## src/rtl/mem_pkg.sv

```systemverilog
// Shared encodings and defaults for the two-port RAM arbiter.
package mem_pkg;

   localparam int unsigned ADDR_W_DEF = 9;
   localparam int unsigned DATA_W_DEF = 16;

   typedef enum logic [1:0] {
      CMD_NONE  = 2'b00,
      CMD_READ  = 2'b01,
      CMD_WRITE = 2'b10,
      CMD_RSVD  = 2'b11
   } mem_cmd_e;

   typedef enum logic [1:0] {
      ST_IDLE   = 2'b00,
      ST_ACCESS = 2'b01,
      ST_RESP   = 2'b10,
      ST_DONE   = 2'b11
   } state_e;

   // NONE and the reserved code never count as a request.
   function automatic logic cmd_is_active(input logic [1:0] cmd);
      return (cmd == CMD_READ) || (cmd == CMD_WRITE);
   endfunction

endpackage

```

## src/rtl/mem_arbiter_if.sv

```systemverilog
// Requester ports and RAM bus of the arbiter; master = requesters + RAM, slave = arbiter.
interface mem_arbiter_if #(
   parameter int unsigned ADDR_W = 9,
   parameter int unsigned DATA_W = 16
);
   logic              req0;
   logic [1:0]        cmd0;
   logic [ADDR_W-1:0] addr0;
   logic [DATA_W-1:0] wdata0;
   logic              done0;
   logic [DATA_W-1:0] rdata0;

   logic              req1;
   logic [1:0]        cmd1;
   logic [ADDR_W-1:0] addr1;
   logic [DATA_W-1:0] wdata1;
   logic              done1;
   logic [DATA_W-1:0] rdata1;

   logic [ADDR_W-1:0] ram_addr;
   logic [DATA_W-1:0] ram_din;
   logic              ram_write;
   logic [DATA_W-1:0] ram_dout;

   logic              busy;
   logic              owner;

   modport master (
      output req0, cmd0, addr0, wdata0, req1, cmd1, addr1, wdata1, ram_dout,
      input  done0, rdata0, done1, rdata1, ram_addr, ram_din, ram_write, busy, owner
   );

   modport slave (
      input  req0, cmd0, addr0, wdata0, req1, cmd1, addr1, wdata1, ram_dout,
      output done0, rdata0, done1, rdata1, ram_addr, ram_din, ram_write, busy, owner
   );
endinterface

```

## src/rtl/rr_pick2.sv

```systemverilog
// Two-way round-robin picker: on contention the port other than the last grant wins.
module rr_pick2 (
   input  logic i_req0,
   input  logic i_req1,
   input  logic i_last_grant,
   output logic o_grant_idx_c,
   output logic o_grant_valid_c
);
   always_comb begin
      o_grant_valid_c = i_req0 || i_req1;
      if (i_req0 && i_req1) o_grant_idx_c = !i_last_grant;
      else                  o_grant_idx_c = i_req1;
   end
endmodule

```

## src/rtl/mem_arbiter.sv

```systemverilog
// Fixed-latency two-port arbiter in front of a synchronous-read single-port RAM.
module mem_arbiter
   import mem_pkg::*;
#(
   parameter int unsigned ADDR_W = ADDR_W_DEF,
   parameter int unsigned DATA_W = DATA_W_DEF
) (
   input  logic         clk,
   input  logic         reset,
   mem_arbiter_if.slave bus
);

   state_e            r_state,      w_state_nxt;
   logic [1:0]        r_cmd,        w_cmd_nxt;
   logic              r_owner,      w_owner_nxt;
   logic              r_last_grant, w_last_grant_nxt;
   logic              r_busy,       w_busy_nxt;
   logic              r_done0,      w_done0_nxt;
   logic              r_done1,      w_done1_nxt;
   logic [DATA_W-1:0] r_rdata0,     w_rdata0_nxt;
   logic [DATA_W-1:0] r_rdata1,     w_rdata1_nxt;
   logic [ADDR_W-1:0] r_ram_addr,   w_ram_addr_nxt;
   logic [DATA_W-1:0] r_ram_din,    w_ram_din_nxt;
   logic              r_ram_write,  w_ram_write_nxt;

   logic              w_req0;
   logic              w_req1;
   logic              w_grant_idx;
   logic              w_grant_valid;
   logic [1:0]        w_win_cmd;

   assign w_req0 = bus.req0 && cmd_is_active(bus.cmd0);
   assign w_req1 = bus.req1 && cmd_is_active(bus.cmd1);

   rr_pick2 u_pick (
      .i_req0          (w_req0),
      .i_req1          (w_req1),
      .i_last_grant    (r_last_grant),
      .o_grant_idx_c   (w_grant_idx),
      .o_grant_valid_c (w_grant_valid)
   );

   assign w_win_cmd = w_grant_idx ? bus.cmd1 : bus.cmd0;

   // Next-state and next-output logic.
   always_comb begin
      w_state_nxt      = r_state;
      w_cmd_nxt        = r_cmd;
      w_owner_nxt      = r_owner;
      w_last_grant_nxt = r_last_grant;
      w_ram_addr_nxt   = r_ram_addr;
      w_ram_din_nxt    = r_ram_din;
      w_rdata0_nxt     = r_rdata0;
      w_rdata1_nxt     = r_rdata1;
      w_ram_write_nxt  = 1'b0;
      w_done0_nxt      = 1'b0;
      w_done1_nxt      = 1'b0;

      case (r_state)
         ST_IDLE: begin
            if (w_grant_valid) begin
               w_state_nxt      = ST_ACCESS;
               w_owner_nxt      = w_grant_idx;
               w_last_grant_nxt = w_grant_idx;
               w_cmd_nxt        = w_win_cmd;
               w_ram_addr_nxt   = w_grant_idx ? bus.addr1  : bus.addr0;
               w_ram_din_nxt    = w_grant_idx ? bus.wdata1 : bus.wdata0;
               w_ram_write_nxt  = (w_win_cmd == CMD_WRITE);
            end
         end
         ST_ACCESS: w_state_nxt = ST_RESP;
         ST_RESP: begin
            w_state_nxt = ST_DONE;
            if (r_cmd == CMD_READ) begin
               if (r_owner) w_rdata1_nxt = bus.ram_dout;
               else         w_rdata0_nxt = bus.ram_dout;
            end
            w_done0_nxt = !r_owner;
            w_done1_nxt = r_owner;
         end
         ST_DONE: w_state_nxt = ST_IDLE;
         default: w_state_nxt = ST_IDLE;
      endcase

      w_busy_nxt = (w_state_nxt != ST_IDLE);
   end

   // State and output registers.
   always_ff @(posedge clk) begin
      if (reset) begin
         r_state      <= ST_IDLE;
         r_cmd        <= CMD_NONE;
         r_owner      <= 1'b0;
         r_last_grant <= 1'b1;
         r_busy       <= 1'b0;
         r_done0      <= 1'b0;
         r_done1      <= 1'b0;
         r_rdata0     <= '0;
         r_rdata1     <= '0;
         r_ram_addr   <= '0;
         r_ram_din    <= '0;
         r_ram_write  <= 1'b0;
      end else begin
         r_state      <= w_state_nxt;
         r_cmd        <= w_cmd_nxt;
         r_owner      <= w_owner_nxt;
         r_last_grant <= w_last_grant_nxt;
         r_busy       <= w_busy_nxt;
         r_done0      <= w_done0_nxt;
         r_done1      <= w_done1_nxt;
         r_rdata0     <= w_rdata0_nxt;
         r_rdata1     <= w_rdata1_nxt;
         r_ram_addr   <= w_ram_addr_nxt;
         r_ram_din    <= w_ram_din_nxt;
         r_ram_write  <= w_ram_write_nxt;
      end
   end

   assign bus.done0    = r_done0;
   assign bus.done1    = r_done1;
   assign bus.rdata0   = r_rdata0;
   assign bus.rdata1   = r_rdata1;
   assign bus.ram_addr = r_ram_addr;
   assign bus.ram_din  = r_ram_din;
   // Gated by reset so an aborted ACCESS cycle can never commit a write.
   assign bus.ram_write = r_ram_write && !reset;
   assign bus.busy     = r_busy;
   assign bus.owner    = r_owner;

endmodule

```

## src/flat_wrapper.sv

```systemverilog
// flat-port wrapper written by rule: the top's interface ports become plain ports
module mem_arbiter_flat import mem_pkg::*;
#(
   parameter int unsigned ADDR_W = ADDR_W_DEF,
   parameter int unsigned DATA_W = DATA_W_DEF
)
  (clk, reset, bus_req0, bus_cmd0, bus_addr0, bus_wdata0, bus_req1, bus_cmd1, bus_addr1, bus_wdata1, bus_ram_dout, bus_done0, bus_rdata0, bus_done1, bus_rdata1, bus_ram_addr, bus_ram_din, bus_ram_write, bus_busy, bus_owner);
  mem_arbiter_if #(.ADDR_W(ADDR_W), .DATA_W(DATA_W)) bus_i ();
  input  logic clk;
  input  logic reset;
  input wire logic [$bits(bus_i.req0)-1:0] bus_req0;
  input wire logic [$bits(bus_i.cmd0)-1:0] bus_cmd0;
  input wire logic [$bits(bus_i.addr0)-1:0] bus_addr0;
  input wire logic [$bits(bus_i.wdata0)-1:0] bus_wdata0;
  input wire logic [$bits(bus_i.req1)-1:0] bus_req1;
  input wire logic [$bits(bus_i.cmd1)-1:0] bus_cmd1;
  input wire logic [$bits(bus_i.addr1)-1:0] bus_addr1;
  input wire logic [$bits(bus_i.wdata1)-1:0] bus_wdata1;
  input wire logic [$bits(bus_i.ram_dout)-1:0] bus_ram_dout;
  output wire logic [$bits(bus_i.done0)-1:0] bus_done0;
  output wire logic [$bits(bus_i.rdata0)-1:0] bus_rdata0;
  output wire logic [$bits(bus_i.done1)-1:0] bus_done1;
  output wire logic [$bits(bus_i.rdata1)-1:0] bus_rdata1;
  output wire logic [$bits(bus_i.ram_addr)-1:0] bus_ram_addr;
  output wire logic [$bits(bus_i.ram_din)-1:0] bus_ram_din;
  output wire logic [$bits(bus_i.ram_write)-1:0] bus_ram_write;
  output wire logic [$bits(bus_i.busy)-1:0] bus_busy;
  output wire logic [$bits(bus_i.owner)-1:0] bus_owner;
  assign bus_i.req0 = bus_req0;
  assign bus_i.cmd0 = bus_cmd0;
  assign bus_i.addr0 = bus_addr0;
  assign bus_i.wdata0 = bus_wdata0;
  assign bus_i.req1 = bus_req1;
  assign bus_i.cmd1 = bus_cmd1;
  assign bus_i.addr1 = bus_addr1;
  assign bus_i.wdata1 = bus_wdata1;
  assign bus_i.ram_dout = bus_ram_dout;
  assign bus_done0 = bus_i.done0;
  assign bus_rdata0 = bus_i.rdata0;
  assign bus_done1 = bus_i.done1;
  assign bus_rdata1 = bus_i.rdata1;
  assign bus_ram_addr = bus_i.ram_addr;
  assign bus_ram_din = bus_i.ram_din;
  assign bus_ram_write = bus_i.ram_write;
  assign bus_busy = bus_i.busy;
  assign bus_owner = bus_i.owner;
  mem_arbiter #(.ADDR_W(ADDR_W), .DATA_W(DATA_W)) u_core (.clk(clk), .reset(reset), .bus(bus_i));
endmodule
```

## config.mk

```make
export PLATFORM = sky130hd
export DESIGN_NAME = mem_arbiter_flat
export DESIGN_NICKNAME = d
export VERILOG_FILES = /design/src/rtl/mem_pkg.sv /design/src/rtl/mem_arbiter_if.sv /design/src/rtl/rr_pick2.sv /design/src/rtl/mem_arbiter.sv /design/src/flat_wrapper.sv
export SDC_FILE = /design/constraint.sdc
export NUM_CORES = 1
export LEC_CHECK = 0
export BUFFER_PORTS_ARGS = -buffer_cell sky130_fd_sc_hd__buf_4
export CAP_MARGIN = 20
export CORE_MARGIN = 1.5
export CORE_UTILIZATION = 45
export CTS_CLUSTER_DIAMETER = 60
export CTS_CLUSTER_SIZE = 25
export DETAILED_ROUTE_END_ITERATION = 10
export GPL_ROUTABILITY_DRIVEN = 0
export PLACE_DENSITY = 0.79
export SLEW_MARGIN = 25
export SYNTH_ARGS = -nofsm -noshare
export SYNTH_HDL_FRONTEND = slang
export SYNTH_SLANG_ARGS = --single-unit
export TNS_END_PERCENT = 30
```

## constraint.sdc

```tcl
create_clock -name clk -period 2.1 [get_ports clk]
set_clock_uncertainty 0.05 [all_clocks]
set_input_delay 0.42 -clock clk [delete_from_list [all_inputs] [get_ports clk]]
set_output_delay 0.42 -clock clk [all_outputs]
set_load 0.01 [all_outputs]
```

==> flow_metrics.tcl, run 1 <==
set metrics [dict create \
    io_pins 136 \
    antennaDiodeCount 0 \
    crit_fanout 16 \
    grt-ovfl-total 0 \
    cp.arrival_ps 1920 \
    cts_sinks 67 \
    ctsResizeCount 0 \
    dr.pass1.iters 4 \
    wl_um 7280 \
    whs_path_depth 3 \
    crit_path_cell_trace "inv_1 > ha_1 > nand4b_1 > nand2_1 > a21oi_1" \
    start_util 0.474 \
    max_cap_violations 0 \
    numCtsBuffers 9 \
    yosys_warnings 0 \
    wl_per_cell_um 13.5 \
    syn-instance-count 329 \
    dp_slack_ps 331 \
    placed_area_um2 3740 \
    crit_slowest_cell "nand4b_1" \
    nets 537 \
    grt_pass1_vias 2550 \
    r2r_end "u_core.bus.rdata1[13]$_SDFFE_PP0P_" \
    finalCriticalPeriod_ps 1770 \
    clkTransAtPathRegs_ps 80 \
    grt_usage 0.237 \
    crit_type "flip-flop to flip-flop" \
    cp-start-kind "flip-flop" \
    rsz0062_at_grt "false" \
    ys_dominant_reg_cell "dfxtp_1" \
    tns_ps 0 \
    r2r-start "u_core.r_state[0]$_SDFF_PP0_" \
    seq_area_um2 1340 \
    cts_hold_buf 0 \
    hold_violations 0 \
    vias 2751 \
    dieHeight_um 79.9 \
    synth_cell_type_count 30 \
    final_util 0.705 \
    status "complete, no violations" \
    clk_path_buf_depth 2 \
    max_freq_mhz 564 \
    h-tree-depth 3 \
    worst_r2r_path_depth 5 \
    total_power_mw 3.63 \
    cts_tree "built" \
    worst_pin_slew_ps 739 \
    rrSetupSlack_ps 330 \
    ys_async_sr_fraction 0 \
    fp.dieArea_um2 6380 \
    whs_endpoint "u_core.bus.rdata0[11]$_SDFFE_PP0P_" \
    synth_edf_count 0 \
    slew_violations 0 \
    power_density_nw_per_um2 917 \
    antenna_found_initial 0 \
    n_fill_cell 470 \
    grt_max_degree 36 \
    multi_input_area_um2 1220 \
    slowest_delay_ps 610 \
    drtAntennaViolNets 0 \
    drt_iter0_drc 91 \
    syn_avg_cell_area_um2 8.08 \
    viasPerCell 5.11 \
    hp-class "primary input to flip-flop" \
    cellLeakagePower_nw 1.77 \
    dp_hpwl_um 5140 \
    period_share 0.845 \
    synth-seq-area-share 0.504 \
    clk_latency_ps 330 \
    fp.dieW_um 79.9 \
    syn-cell-area_um2 2660 \
    syn_nets 405 \
    required_ps 2250 \
    final_design_area_no_fill_um2 3950 \
    drive_gt1_frac 0.356 \
    grt_pass1_wl_um 11700 \
    finalSetupViolations 0 \
    timing.final.ws_setup_ps 326 \
    ir_drop_mv 0.595 \
    drc 0 \
    core_um2 5610 \
    root_buffer "clkbuf_8" \
    final_cell_mix "buf_4, nand2_1, dfxtp_1, a21oi_1, nor2_1" \
    ys_ff_latch 67 \
    cts_post_setup_buffers_inserted 0 \
    worstSetupEndpointType "flip-flop" \
    slew_headroom 0.505 \
    hold_path_startpoint "bus_ram_dout[11]" \
    port_buffers 135 \
    final_common_cell "buf_4" \
    rows 27 \
    syn_to_final_growth_pct 48.7 \
]
[worst max-delay path by stage]
| stage | startpoint | to | slack, ps | cells past startpoint |
|---|---|---|---|---|
| global route | u_core.r_state[0]$_SDFF_PP0_ | u_core.bus.rdata1[7]$_SDFFE_PP0P_ | 140 | 5 |
| CTS | u_core.r_state[0]$_SDFF_PP0_ | u_core.bus.rdata1[13]$_SDFFE_PP0P_ | 290 | 5 |
| global placement | bus_cmd0[0] | u_core.bus.ram_din[2]$_SDFFE_PP0P_ | 390 | 6 |
| finish | u_core.r_state[0]$_SDFF_PP0_ | u_core.bus.rdata1[13]$_SDFFE_PP0P_ | 330 | 5 |
| floorplan | u_core.r_state[0]$_SDFF_PP0_ | u_core.bus.busy$_SDFF_PP0_ | 430 | 7 |
| detailed placement | bus_cmd1[0] | u_core.bus.ram_addr[7]$_SDFFE_PP0P_ | 330 | 6 |
[sequential cells by signal, summed over array words and instances, names as in the netlist, 2 cells and up]
name / flops
u_core.r_cmd: 2
u_core.bus.ram_addr: 9
u_core.bus.rdata0: 16
u_core.r_state: 2
u_core.bus.rdata1: 16
u_core.bus.ram_din: 16
[metrics by stage]
stage | hold slack [ps] | instances
after floorplan | 431 | 329
after global placement | 393 | 522
after detailed placement | 397 | 522
after CTS | 275 | 538
after global routing | 265 | 538
final | 285 | 538
[per-layer routing]
layer / vias up / GRT usage / wire, um
li1: 1379 / - / -
met1: 1246 / 0.284 / 3080
met2: 115 / 0.386 / 3450
met3: 11 / 0.0846 / 662
met4: 0 / 0.0914 / 93
met5: - / 0 / 0
[critical path: cells and delay by family, from the launching register on]
kind / cells / cell delay (ps)
flops: 1 / 310
simple gates: 2 / 880
buf+inv: 1 / 80
compound gates: 1 / 100
fa+ha+maj: 1 / 220
[report_power, final]
group	switching, mW	internal (mW)
clock	0.472	0.666
sequential	0.0912	1.43
combinational	0.490	0.475
total	1.05	2.57
[synth_stat cells (2+ instances only)]
| cell type | instances | area, um^2 |
|---|---|---|
| o21ai_0 | 2 | 10.0 |
| a22oi_1 | 2 | 15.0 |
| a21oi_1 | 61 | 305 |
| nor2_1 | 28 | 105 |
| clkbuf_1 | 13 | 48.8 |
| buf_4 | 3 | 22.5 |
| buf_2 | 6 | 30.0 |
| nor3_1 | 2 | 10.0 |
| a211oi_1 | 26 | 195 |
| or2_2 | 2 | 12.5 |
| ha_1 | 2 | 25.0 |
| nand2_1 | 93 | 349 |
| nor2b_1 | 3 | 18.8 |
| inv_1 | 3 | 11.3 |
| dfxtp_1 | 67 | 1340 |
| and2_1 | 2 | 12.5 |
[layout make-up]
type | instances | share of cell area
inverters | 3 | 0.00285
clock inverters | 5 | 0.0196
clock buffers | 11 | 0.0332
multi-input cells | 237 | 0.308
flip-flops and latches | 67 | 0.339
repair buffers | 143 | 0.275
well taps | 72 | 0.0228
[cells by family after synthesis]
kind of cell | synth area share
AO/OA/AOI/OAI | 0.220
XOR/XNOR | 0.0122
adder cells (fa/ha/maj) | 0.00941
buffers and inverters | 0.0424
flip-flops | 0.504
multiplexers | 0.00376
AND/OR/NAND/NOR | 0.208
Power figures use the tool's default switching activity.
==> run 2: changes to the inputs <==
==> constraint.sdc (replaced) <==
create_clock -name clk -period 1.75 [get_ports clk]
set_clock_uncertainty 0.05 [all_clocks]
set_input_delay 0.35 -clock clk [delete_from_list [all_inputs] [get_ports clk]]
set_output_delay 0.35 -clock clk [all_outputs]
set_load 0.01 [all_outputs]
==> flow_metrics.tcl, run 2 (synthesized netlist as in run 1, its figures left out) <==
set metrics [dict create \
    dp_slack_ps 2.15 \
    met2_length_um 3550 \
    status "complete, no violations" \
    start_util 0.474 \
    drt_iter0_drc 66 \
    cp.arrival_ps 1860 \
    rows 27 \
    cts_hold_buf 0 \
    syn_to_final_growth_pct 54.8 \
    dp_hpwl_um 5190 \
    met3RoutedLength_um 719 \
    root_buffer "clkbuf_8" \
    final_cell_mix "buf_4, nand2_1, dfxtp_1, a21oi_1, nor2_1" \
    max_cap_violations 0 \
    io_pins 136 \
    worstSetupEndpointType "flip-flop" \
    drive_gt1_frac 0.374 \
    cp-start-kind "flip-flop" \
    vias 2795 \
    cellLeakagePower_nw 1.85 \
    clkTransAtPathRegs_ps 70 \
    crit_type "flip-flop to flip-flop" \
    stdcell_count 545 \
    grt_max_degree 35 \
    hp-class "primary input to flip-flop" \
    core_um2 5610 \
    grt_usage 0.230 \
    wl_met1_um 3100 \
    final_common_cell "buf_4" \
    h-tree-depth 3 \
    final_util 0.734 \
    cts_tree "built" \
    port_buffers 135 \
    fp.dieArea_um2 6380 \
    numCtsBuffers 9 \
    final_design_area_no_fill_um2 4120 \
    dp_cells 527 \
    required_ps 1930 \
    placed_area_um2 3820 \
    fp.dieW_um 79.9 \
    grt-ovfl-total 0 \
    grt_pass1_wl_um 11300 \
    clk_path_buf_depth 2 \
    period_share 0.961 \
    slew_headroom 0.694 \
    nets 546 \
    ir_drop_mv 0.662 \
    hold_violations 0 \
    timing.final.ws_setup_ps 67.6 \
    clk_latency_ps 330 \
    dr.max_layer_used "met4" \
    cts_sinks 67 \
    antennaDiodeCount 0 \
    finalCriticalPeriod_ps 1680 \
    drc 0 \
    power_density_nw_per_um2 1080 \
    viasPerCell 5.13 \
    worst_pin_slew_ps 456 \
    drtAntennaViolNets 0 \
    antenna_found_initial 0 \
    crit_fanout 6 \
    wl_per_cell_um 13.7 \
    max_freq_mhz 594 \
    finalSetupViolations 0 \
    dr.pass1.iters 7 \
    slew_violations 0 \
    wl_um 7450 \
    dieHeight_um 79.9 \
    grt_pass1_vias 2541 \
]
run 2: worst paths after layout:
check,startpoint,depth (start not counted),endpoint,slack [ps]
setup / recovery,u_core.r_state[0]$_SDFF_PP0_,8,u_core.bus.ram_din[11]$_SDFFE_PP0P_,70
setup reg to reg,u_core.r_state[0]$_SDFF_PP0_,8,u_core.bus.ram_din[11]$_SDFFE_PP0P_,70
hold / removal,bus_wdata0[9],3,u_core.bus.ram_din[9]$_SDFFE_PP0P_,220
hold reg to reg,u_core.bus.rdata0[6]$_SDFFE_PP0P_,2,u_core.bus.rdata0[6]$_SDFFE_PP0P_,400
run 2: final cells by class:
| type | instances | area, um^2 |
|---|---|---|
| clock buffers | 11 | 141 |
| clock inverters | 3 | 40.0 |
| fillers | 420 | 1490 |
| inverters | 3 | 11.3 |
| multi-input cells | 237 | 1250 |
| flip-flops and latches | 67 | 1340 |
| well taps | 72 | 90.1 |
| repair buffers | 152 | 1240 |
run 2: per-layer routing:
layer | GRT usage | up-vias
met2 | 0.373 | 125
met1 | 0.270 | 1273
met4 | 0.102 | 0
met5 | 0 | -
met3 | 0.0846 | 7
li1 | - | 1390
run 2: critical path, stage by stage (launching register included):
cell,delay [ps]
dfxtp_1,330
inv_1,60
ha_1,240
and2_4,180
a2bb2oi_4,170
buf_12,150
buf_12,110
a21oi_1,40
a211oi_1,260
run 2: timing repair:
item                                    4_1_cts  5_1_grt
gates resized for setup                       0        8
endpoints found under the setup margin        0       42
buffers inserted                              0        1
run 2: power by group:
part	switching (mW)	internal (mW)
combinational	0.655	0.750
clock	0.526	0.677
sequential	0.110	1.72
run 2: through the flow:
stage / hold WS, ps / total power [mW] / TNS, ps
4_1_cts: 202 / 4.32 / 0
3_3_place_gp: 392 / 3.08 / 0
5_1_grt: 208 / 4.69 / -569
2_1_floorplan: 377 / 2.48 / 0
6_report: 218 / 4.44 / 0
3_5_place_dp: 397 / 3.11 / 0
==> run 3: changes to the inputs <==
--- a/config.mk
+++ b/config.mk
@@ -7,12 +7,13 @@
 export LEC_CHECK = 0
 export BUFFER_PORTS_ARGS = -buffer_cell sky130_fd_sc_hd__buf_4
 export CAP_MARGIN = 20
-export CORE_MARGIN = 1.5
+export CORE_MARGIN = 4
 export CORE_UTILIZATION = 45
 export CTS_CLUSTER_DIAMETER = 60
 export CTS_CLUSTER_SIZE = 25
 export DETAILED_ROUTE_END_ITERATION = 10
 export GPL_ROUTABILITY_DRIVEN = 0
+export GPL_TIMING_DRIVEN = 0
 export PLACE_DENSITY = 0.79
 export SLEW_MARGIN = 25
 export SYNTH_ARGS = -nofsm -noshare
==> flow_metrics.tcl, run 3 (synthesized netlist as in run 1, its figures left out) <==
set metrics [dict create \
    crit_fanout 5 \
    timing.final.ws_setup_ps 72.4 \
    hold_violations 0 \
    power.switching_mw 1.30 \
    slew_violations 0 \
    hold-worst-slack_ps 155 \
    antenna_found_initial 0 \
    status "complete, no violations" \
    port_buffers 135 \
    core_um2 5610 \
    final_util 0.725 \
    pwr-share-comb 0.306 \
    dp_cells 536 \
    period_share 0.959 \
    clk_latency_ps 330 \
    wl_per_cell_um 14.1 \
    dr.pass1.iters 4 \
    dp_hpwl_um 5980 \
    grt-ovfl-total 0 \
    p_int_mw 2.95 \
    total_power_mw 4.24 \
    max_cap_violations 0 \
    clk_path_buf_depth 2 \
    cts_hold_buf 0 \
    fp.dieW_um 84.9 \
    io_pins 136 \
    rsz0062_at_grt "true" \
    p_sw_frac 0.306 \
    dieHeight_um 84.9 \
    drive_gt1_frac 0.378 \
    grt_pass1_wl_um 12700 \
    syn_to_final_growth_pct 52.9 \
    numCtsBuffers 9 \
    grt_max_degree 11 \
    drt_iter0_drc 57 \
    placed_area_um2 3760 \
    dp_slack_ps -264 \
    final_cell_mix "buf_4, nand2_1, dfxtp_1, a21oi_1, nor2_1" \
    final_design_area_no_fill_um2 4070 \
    viasPerCell 5.09 \
    vias 2820 \
    cts_tree "built" \
    required_ps 1910 \
    hp-class "primary input to flip-flop" \
    nets 555 \
    cp-start-kind "flip-flop" \
    final_common_cell "buf_4" \
    drtAntennaViolNets 0 \
    cellLeakagePower_nw 1.82 \
    cp.arrival_ps 1840 \
    wl_um 7840 \
    antennaDiodeCount 0 \
    worst_pin_slew_ps 461 \
    seq_power_share 0.432 \
    fp.dieArea_um2 7200 \
    drc 0 \
    n_fill_cell 437 \
    p_clk_frac 0.262 \
    power_density_nw_per_um2 1040 \
    slew_headroom 0.691 \
    root_buffer "clkbuf_8" \
    rows 27 \
    ir_drop_mv 0.669 \
    cts_sinks 67 \
    grt_pass1_vias 2881 \
    finalCriticalPeriod_ps 1680 \
    max_freq_mhz 596 \
    crit_type "flip-flop to flip-flop" \
    tns_ps 0 \
    worstSetupEndpointType "flip-flop" \
    h-tree-depth 3 \
    clkTransAtPathRegs_ps 70 \
    stdcell_count 554 \
    start_util 0.474 \
    grt_usage 0.216 \
    finalSetupViolations 0 \
]
==> run 3: path summary, 6_finish.rpt <==
kind	from	to	slack (ps)	cells past startpoint
hold / removal	reset	u_core.r_state[0]$_SDFF_PP0_	150	2
setup reg to reg	u_core.r_state[0]$_SDFF_PP0_	u_core.bus.busy$_SDFF_PP0_	70	7
hold reg to reg	u_core.bus.rdata0[15]$_SDFFE_PP0P_	u_core.bus.rdata0[15]$_SDFFE_PP0P_	400	2
setup / recovery	u_core.r_state[0]$_SDFF_PP0_	u_core.bus.busy$_SDFF_PP0_	70	7
==> run 3: timing repair <==
item / CTS / global route
pin swaps: 3 / 2
resized for setup: 22 / 8
cloned: 0 / 1
buffers inserted: 3 / 1
endpoints found under the setup margin: 48 / 49
==> run 3: critical path: stages (launching register included) <==
cell and delay (ps):
dfxtp_1 330, inv_1 70, ha_2 220, nand2_2 150, a2bb2oi_4 230, buf_6 150, a21oi_1 60, or2_2 300
==> run 3: power by group through the flow <==
stage,logic [mW],registers (mW),clock network (mW)
final,1.30,1.83,1.11
after global routing,1.44,1.86,1.20
after CTS,1.27,1.83,1.13
after detailed placement,1.17,1.86,0
after global placement,1.15,1.85,0
after floorplan,0.561,1.92,0
==> run 3: final cells by class <==
class                      instances  area (um^2)  share of cell area
clock inverter                     2         12.5             0.00308
buffer                            21          138              0.0338
timing repair buffer             140         1050               0.258
inverter                           3         11.3             0.00277
clock buffer                      12          155              0.0382
tap                               72         90.1              0.0222
multi-input combinational        237         1270               0.312
sequential                        67         1340               0.330
==> run 3: per-layer routing <==
metal,vias up,global-route usage,routed length (um)
li1,1413,-,-
met1,1281,0.230,3010
met2,116,0.372,3740
met3,10,0.112,1010
met4,0,0.0662,80
met5,-,0,0
